## src/rtl/add_image_axis_block_gen.sv

```systemverilog
// add_image_axis_block_gen
// Watches the TVALID/TREADY pair of each monitored AXI-Stream channel and
// raises a per-channel block bit once the channel has been stalled for
// STALL_THRESH consecutive cycles. The first channel to block is captured
// sticky for debug readback until clear or reset.
// Optional build macro: ADD_IMAGE_AXIS_BLOCK_STATS_EN adds a saturating
// 32-bit count of cycles with any block asserted (otherwise block_cycles=0).
module add_image_axis_block_gen #(
    parameter int                NUM_CH       = 5,
    parameter int                STALL_THRESH = 16,
    parameter logic [NUM_CH-1:0] DIR_MASK     = 5'b00011
) (
    input  logic              clock,
    input  logic              reset,
    input  logic              enable,
    input  logic              clear,
    input  logic [NUM_CH-1:0] ch_tvalid,
    input  logic [NUM_CH-1:0] ch_tready,
    output logic [NUM_CH-1:0] axis_block_sigs,
    output logic              any_block,
    output logic              first_valid,
    output logic [4:0]        first_idx,
    output logic [31:0]       block_cycles
);

    localparam int            CW     = $clog2(STALL_THRESH + 1);
    localparam logic [CW-1:0] THRESH = CW'(STALL_THRESH);

    logic [NUM_CH-1:0] stall;
    logic [NUM_CH-1:0] blk_now;
    logic [NUM_CH-1:0] blk_next;
    logic [NUM_CH-1:0] rise;
    logic [4:0]        rise_idx;
    logic              first_valid_reg;
    logic [4:0]        first_idx_reg;

    generate
        for (genvar gi = 0; gi < NUM_CH; gi++) begin : g_ch
            logic [CW-1:0] cnt_reg;
            logic [CW-1:0] cnt_next;

            // Readers stall when starved, writers stall when backpressured;
            // a transfer (valid & ready) is never a stall in either role.
            assign stall[gi] = DIR_MASK[gi] ? (ch_tready[gi] & ~ch_tvalid[gi])
                                            : (ch_tvalid[gi] & ~ch_tready[gi]);

            // Consecutive-stall count: cleared when disabled or on any non-stall cycle
            always_comb begin
                cnt_next = '0;
                if (enable && stall[gi]) begin
                    cnt_next = (cnt_reg == THRESH) ? cnt_reg : cnt_reg + 1'b1;
                end
            end

            // Counter register
            always_ff @(posedge clock) begin
                if (reset) begin
                    cnt_reg <= '0;
                end else begin
                    cnt_reg <= cnt_next;
                end
            end

            assign blk_now[gi]  = (cnt_reg == THRESH);
            assign blk_next[gi] = (cnt_next == THRESH);
        end
    endgenerate

    // Block bits that will rise on the coming edge
    assign rise = blk_next & ~blk_now;

    // Lowest-index rising channel wins when several block together
    always_comb begin
        rise_idx = 5'd0;
        for (int i = NUM_CH - 1; i >= 0; i--) begin
            if (rise[i]) begin
                rise_idx = 5'(i);
            end
        end
    end

    // Sticky first-block capture; clear beats a simultaneous rise
    always_ff @(posedge clock) begin
        if (reset || clear) begin
            first_valid_reg <= 1'b0;
            first_idx_reg   <= 5'd0;
        end else if (!first_valid_reg && (|rise)) begin
            first_valid_reg <= 1'b1;
            first_idx_reg   <= rise_idx;
        end
    end

    assign axis_block_sigs = blk_now;
    assign any_block       = |blk_now;
    assign first_valid     = first_valid_reg;
    assign first_idx       = first_idx_reg;

`ifdef ADD_IMAGE_AXIS_BLOCK_STATS_EN
    logic [31:0] block_cycles_reg;

    // Saturating count of edges seen with any block asserted
    always_ff @(posedge clock) begin
        if (reset || clear) begin
            block_cycles_reg <= 32'd0;
        end else if (any_block && !(&block_cycles_reg)) begin
            block_cycles_reg <= block_cycles_reg + 32'd1;
        end
    end

    assign block_cycles = block_cycles_reg;
`else
    assign block_cycles = 32'd0;
`endif

endmodule

```

## config.mk

```make
export PLATFORM = sky130hd
export DESIGN_NAME = add_image_axis_block_gen
export DESIGN_NICKNAME = d
export VERILOG_FILES = /design/src/rtl/add_image_axis_block_gen.sv
export SDC_FILE = /design/constraint.sdc
export NUM_CORES = 1
export LEC_CHECK = 0
export CORE_MARGIN = 1
export CORE_UTILIZATION = 25
export CTS_CLUSTER_DIAMETER = 50
export DETAILED_ROUTE_END_ITERATION = 10
export HOLD_SLACK_MARGIN = 0.06
export MAX_ROUTING_LAYER = met4
export PLACE_DENSITY = 0.53
export REMOVE_ABC_BUFFERS = 1
export SKIP_LAST_GASP = 1
export SYNTH_ARGS = -nofsm -noshare
export SYNTH_HDL_FRONTEND = slang
export SYNTH_SLANG_ARGS = --single-unit
export TNS_END_PERCENT = 5
```

## constraint.sdc

```tcl
create_clock -name clock -period 2.3 [get_ports clock]
set_input_delay 0.46 -clock clock [delete_from_list [all_inputs] [get_ports clock]]
set_output_delay 0.46 -clock clock [all_outputs]
set_load 0.05 [all_outputs]
```

==> results of run 1 <==
[area by class of cell]
class,instances,share of cell area (%)
clock inverter,2,0.4345
inverter,11,1.793
sequential,29,25.31
tap,96,5.215
multi-input combinational,157,45.90
timing repair buffer,42,18.20
clock buffer,6,3.150
[report_power, final]
group	switching [uW]	total (uW)	internal [uW]
clock network	187	396	209
logic	147	184	37.2
registers	2.49	508	505
[layer usage]
layer / vias up / global-route usage (%) / share of wire, %
li1: 708 / - / -
met4: 0 / 4.918 / 1.8
met3: 7 / 2.654 / 4.7
met2: 41 / 16.26 / 45
met1: 622 / 13.58 / 48
met5: - / - / 0
[stage by stage]
| step | utilization [%] | setup slack [ns] | area [um2] |
|---|---|---|---|
| global placement | 31.96 | -0.3258 | 2207 |
| global route | 33.35 | -0.01595 | 2303 |
| CTS | 33.13 | 0.009488 | 2288 |
| floorplan | - | -1.083 | 1674 |
| detailed placement | 31.96 | -0.3618 | 2207 |
| finish | 33.35 | 0.07789 | 2303 |
[final timing paths]
path | from | to | slack (ns) | depth (start not counted)
worst max-delay path | g_ch[1].cnt_reg[0] | first_idx[0] | 0.08 | 8
worst min-delay path | first_idx[0] | first_idx[0] | 0.50 | 2
worst max register to register | g_ch[1].cnt_reg[0] | first_idx[0] | 0.08 | 8
worst min register to register | first_idx[0] | first_idx[0] | 0.50 | 2
[cell usage in the layout (no fill, tap or decap), types with 2 or more instances in the layout]
cell type / count
and3_1: 2
nor4bb_1: 2
nor2_1: 15
inv_1: 11
xnor2_1: 9
a31oi_1: 2
nor2b_1: 3
nand2b_1: 2
xor2_1: 13
clkdlybuf4s50_1: 16
or4_1: 3
nand2_1: 3
nor3_1: 10
nand3_1: 10
buf_4: 20
clkinv_2: 2
or3_1: 4
conb_1: 34
buf_12: 5
a21oi_1: 2
mux2i_1: 2
nor3b_1: 5
clkbuf_8: 5
dfxtp_2: 2
nand3b_1: 6
ha_1: 10
dfxtp_1: 27
[timing repair]
item | 4_1_cts | 5_1_grt
pin swaps | 0 | 2
gates resized for setup | 1 | 3
buffers inserted | 0 | 1
endpoints found under the setup margin | 1 | 3
[worst max-delay path, cell delays in order, from the launching register on]
cell and delay (ns):
dfxtp_2 0.36, inv_1 0.07, ha_1 0.18, nor4bb_2 0.17
or4_4 0.55, nor3b_4 0.22, a31oi_1 0.05, or4_1 0.41
mux2i_1 0.15
[logic make-up after synthesis]
logic type                 Yosys count  synth area share (%)
adders and majority gates           10                 6.859
other                                1                0.2056
xor gates and xnor gates            22                 10.56
DFF                                 29                 31.82
AOI/OAI and AO/OA                   10                 3.773
muxes                                2                 1.097
buffers and inverters               48                 17.28
and+or+nand+nor                     79                 28.40
[cells in the mapped netlist (2+ instances only)]
cell type / n
ha_1: 10
nor3b_1: 6
nand3b_1: 6
nor2_1: 15
a21oi_1: 2
nand2_1: 3
buf_4: 34
clkbuf_1: 2
nor3_1: 10
nand2b_1: 2
mux2i_1: 2
nor4bb_1: 2
or4_1: 3
nand3_1: 10
xnor2_1: 9
dfxtp_1: 29
inv_1: 11
and3_1: 2
or3_1: 4
nor2b_1: 3
a31oi_1: 2
xor2_1: 13
==> results.txt, run 1 <==
DR iter-0 viols: 62
Final Skew: 0.005430 ns
max reg flops: 25
Clock Path Buffers: 2
top cells by area, synth: dfxtp_1 32%, buf_4 14%, ha_1 6.9%
setup TNS: 0 ns
final WL: 3.538 mm
Clock Pin Slew Worst Setup and Hold Paths: 0.06 ns
Final Slew Violations: 0
RSZ-0062 raised after global routing: true
Cell Count, Final, Fillers Out: 343
hold buffer count at cts: 0
Ant. Diodes: 0
GPL Wtd Cong: 0.7739
share of cells above drive strength 1: 17.00%
MaxCap Viol Count: 0
Worst Path Arrival: 2.43 ns
Netlist Area Pre-Place: 1824 um2
std cell rows: 30
area grow syn2layout: 26.27%
pwr dens: 472.1 nW/um2
Post-synth EDFFs: 0
Worst setup EP type: flop
ys async rst share: 0%
Reg area: 583.1 um2
clk root buf: clkbuf_8
largest net degree at the start of global routing: 11
Final ANT Viol Nets: 0
Clk Latency, worst-skew pair: 0.28 ns
initial core utilization: 26.41%
core area: 6907 um2
Slew HR: 66.55%
CP startpoint kind: flop
Design Power: 1088 uW
DIE HEIGHT: 87.42 um
post-DR vias/cell: 4.017
GRT Util Overall: 10.80%
1st-pass router iterations: 4
syn_area_per_cell: 9.076 um2
Multi-input gate area: 1057 um2
die area: 7642 um2
Final Setup Violations: 0
Final period util: 96.61%
placed wire-length estimate: 2.865 mm
fmax: 450.0 MHz
register area share after synthesis: 31.82%
drt drc: 0
H-tree depth: 2
warnings from Yosys: 0
initial antenna violation count: 0
global-route wire length before repair: 6.099 mm
Synth Instances: 201
Yosys cell types: 43
Max VDD drop: 0.0002668 V
CTS buffer count: 5
final hold violation count: 0
Yosys reg bits: 29
largest fanout on the critical path: 4
Leak: 0.0008875 uW
# clock sinks: 29
CTS tree: yes
Min Hold Slack: 0.4954 ns
Synth area leader: dfxtp_1
Worst Tran Pin Value: 0.5003 ns
vias: 1378
share of the synthesized area in the top cell type: 31.82%
status: complete, no violations
Die Wd: 87.42 um
DR WL/cell: 10.31 um
vias in the first global route: 1308
Port Buffers: 23
DP Cell Count: 334
Setup CP Type: reg2reg
Worst EP required: 2.51 ns
grt ovf: 0
Layout fillers: 726
worst min-delay path category: reg2reg
IO Pins: 58
Top FF cell, synth: dfxtp_1
Final min period: 2.222 ns
final net count: 270
No activity file was read; power rests on OpenSTA's default activity.
==> run 2, diff against run 1 <==
--- a/config.mk
+++ b/config.mk
@@ -5,10 +5,12 @@
 export SDC_FILE = /design/constraint.sdc
 export NUM_CORES = 1
 export LEC_CHECK = 0
+export ABC_CLOCK_PERIOD_IN_PS = 2300
 export CORE_MARGIN = 1
 export CORE_UTILIZATION = 25
 export CTS_CLUSTER_DIAMETER = 50
 export DETAILED_ROUTE_END_ITERATION = 10
+export GPL_ROUTABILITY_DRIVEN = 0
 export HOLD_SLACK_MARGIN = 0.06
 export MAX_ROUTING_LAYER = met4
 export PLACE_DENSITY = 0.53
@@ -17,4 +19,4 @@
 export SYNTH_ARGS = -nofsm -noshare
 export SYNTH_HDL_FRONTEND = slang
 export SYNTH_SLANG_ARGS = --single-unit
-export TNS_END_PERCENT = 5
+export TNS_END_PERCENT = 10
==> results of run 2 <==
No change in the layout: final DEF, timing and power equal those of run 1.
==> run 3, diff against run 2 <==
--- a/config.mk
+++ b/config.mk
@@ -5,7 +5,7 @@
 export SDC_FILE = /design/constraint.sdc
 export NUM_CORES = 1
 export LEC_CHECK = 0
-export ABC_CLOCK_PERIOD_IN_PS = 2300
+export ABC_CLOCK_PERIOD_IN_PS = 2600
 export CORE_MARGIN = 1
 export CORE_UTILIZATION = 25
 export CTS_CLUSTER_DIAMETER = 50
@@ -13,7 +13,6 @@
 export GPL_ROUTABILITY_DRIVEN = 0
 export HOLD_SLACK_MARGIN = 0.06
 export MAX_ROUTING_LAYER = met4
-export PLACE_DENSITY = 0.53
 export REMOVE_ABC_BUFFERS = 1
 export SKIP_LAST_GASP = 1
 export SYNTH_ARGS = -nofsm -noshare
==> constraint.sdc (replaced) <==
create_clock -name clock -period 2.6 [get_ports clock]
set_input_delay 0.52 -clock clock [delete_from_list [all_inputs] [get_ports clock]]
set_output_delay 0.52 -clock clock [all_outputs]
set_load 0.05 [all_outputs]
==> run 3 against run 2 <==
Compared with the run above: setup slack gained 0.14 ns; final cell count shrank 1.7%; sequential cell count stayed put; routed wire length shrank 3.5%; global-route usage shrank 0.58 points; sequential power decreased by 12%; clock power decreased by 18%; critical path depth down 2; power down 14%; die area unchanged; via count decreased by 0.87%; largest power group unchanged.
==> results.txt, run 3 (same netlist as run 1, synthesis figures left out) <==
status: complete, no violations
max reg flops: 25 (unchanged)
Clock Path Buffers: 2 (unchanged)
most frequent cells in the layout: 34 x conb_1, 29 x dfxtp_1, 17 x clkdlybuf4s50_1
initial core utilization: 26.41% (unchanged)
min-delay src: first_idx[0]
CTS buffer count: 5 (unchanged)
RSZ-0062 raised after global routing: false
worst min-delay path category: reg2reg
clk root buf: clkbuf_8
Leak: 0.0008720 uW (-1.7%)
Clk Latency, worst-skew pair: 0.27 ns (about the same)
CTS tree: yes
GRT Util Overall: 10.23% (-0.58 points)
Final Util: 32.59% (-0.76 points)
Final Slew Violations: 0 (unchanged)
Final period util: 91.50%
Worst EP required: 2.08 ns (-0.43 ns)
area grow syn2layout: 23.39%
vias: 1366 (-0.87%)
post-route cell area: 2251 um2 (-2.3%)
fmax: 420.4 MHz
Final Skew: 0.005512 ns (+0.00008218 ns)
Die Wd: 87.42 um (unchanged)
CP startpoint kind: flop
global-route wire length before repair: 5.823 mm (-4.5%)
die area: 7642 um2 (unchanged)
initial antenna violation count: 0 (unchanged)
WHS Path Cells: 2 (unchanged)
postcts setup bufs: 0 (unchanged)
1st-pass router iterations: 4 (unchanged)
post-DR vias/cell: 4.053 (+0.89%)
Setup CP Type: reg2out
Slew HR: 50.94% (-16 points)
share of cells above drive strength 1: 13.69% (-3.3 points)
final net count: 266 (-1.5%)
Worst Tran Pin Value: 0.7261 ns (+0.2258 ns)
largest fanout on the critical path: 4 (unchanged)
RR Endpoint: first_idx[0]
core area: 6907 um2 (unchanged)
MaxCap Viol Count: 0 (unchanged)
Worst Hold Path EP: first_idx[0]
Worst Path Arrival: 1.86 ns (-0.57 ns)
worst r2r src: g_ch[1].cnt_reg[0]
placed wire-length estimate: 2.786 mm (-2.7%)
std cell rows: 30 (unchanged)
# clock sinks: 29 (unchanged)
final WL: 3.413 mm (-3.5%)
Ant. Diodes: 0 (unchanged)
Port Buffers: 23 (unchanged)
DR WL/cell: 10.13 um (-1.8%)
H-tree depth: 2 (unchanged)
DR iter-0 viols: 59 (-4.8%)
Final min period: 2.379 ns
Final ANT Viol Nets: 0 (unchanged)
Min Hold Slack: 0.4833 ns (-0.01209 ns)
largest net degree at the start of global routing: 16 (+5)
final hold violation count: 0 (unchanged)
commonest non-fill, non-tap cell in the layout: conb_1
IO Pins: 58 (unchanged)
Final Setup Violations: 0 (unchanged)
Max VDD drop: 0.0002243 V (-16%)
grt ovf: 0 (unchanged)
pwr dens: 416.5 nW/um2 (-12%)
Clock Pin Slew Worst Setup and Hold Paths: 0.06 ns (about the same)
drt drc: 0 (unchanged)
worst-case reg-to-reg path depth: 8 (unchanged)
vias in the first global route: 1312 (+0.31%)
Worst setup EP type: primary output
DP Area: 2175 um2 (-1.5%)
DIE HEIGHT: 87.42 um (unchanged)
reg2reg setup slack: 0.34 ns (+0.26 ns)
-- run 3: critical path, stage by stage (launching register included) --
cell	delay, ns
dfxtp_1	0.33
inv_1	0.09
ha_1	0.14
nor4bb_1	0.58
nor3_1	0.13
nand2_1	0.16
buf_12	0.15
-- run 3: per-stage QoR --
step	power, uW	instances	worst slack (ns)	TNS [ns]
final	937.4	337	0.2210	0
after global routing	982.5	337	0.07376	0
after CTS	955.1	337	0.02414	0
after detailed placement	621.9	331	-0.02512	-0.02512
after global placement	622.3	331	-0.002293	-0.002293
after floorplan	582.4	197	-0.8431	-4.444
-- run 3: metal layers --
layer,vias to the layer above,track usage (%),wire length (um)
met2,47,15.20,1469
met4,0,4.471,70
met3,10,3.318,209
met1,613,12.60,1663
met5,-,-,0
li1,696,-,-
-- run 3: how the worst max path moves through the flow --
stage	from	to	slack (ns)	cells after the start
floorplan	g_ch[4].cnt_reg[0]	any_block	-0.84	5
global placement	enable	first_idx[0]	-0.002	7
detailed placement	enable	first_idx[0]	-0.03	7
CTS	g_ch[2].cnt_reg[0]	axis_block_sigs[2]	0.02	4
global route	g_ch[4].cnt_reg[0]	any_block	0.07	6
finish	g_ch[4].cnt_reg[0]	any_block	0.22	6
-- run 3: area by class of cell --
type / instances / area [um2]
multi-input combinational: 157 / 1052
inverter: 11 / 41.29
sequential: 29 / 580.6
fill: 742 / 4656
clock buffer: 5 / 68.82
tap: 96 / 120.1
timing repair buffer: 38 / 382.9
clock inverter: 1 / 5.005
-- run 3: report_power, final --
part / internal, uW / switching, uW / leakage [uW]
Clock: 175 / 150 / 0.0000399
Sequential: 447 / 2.10 / 0.000234
Combinational: 33.6 / 130 / 0.000598
-- run 3: timing repair --
item | 4_1_cts | 5_1_grt
resized for setup | 0 | 1
hold buffers | 0 | 0
endpoints found under the setup margin | 0 | 1
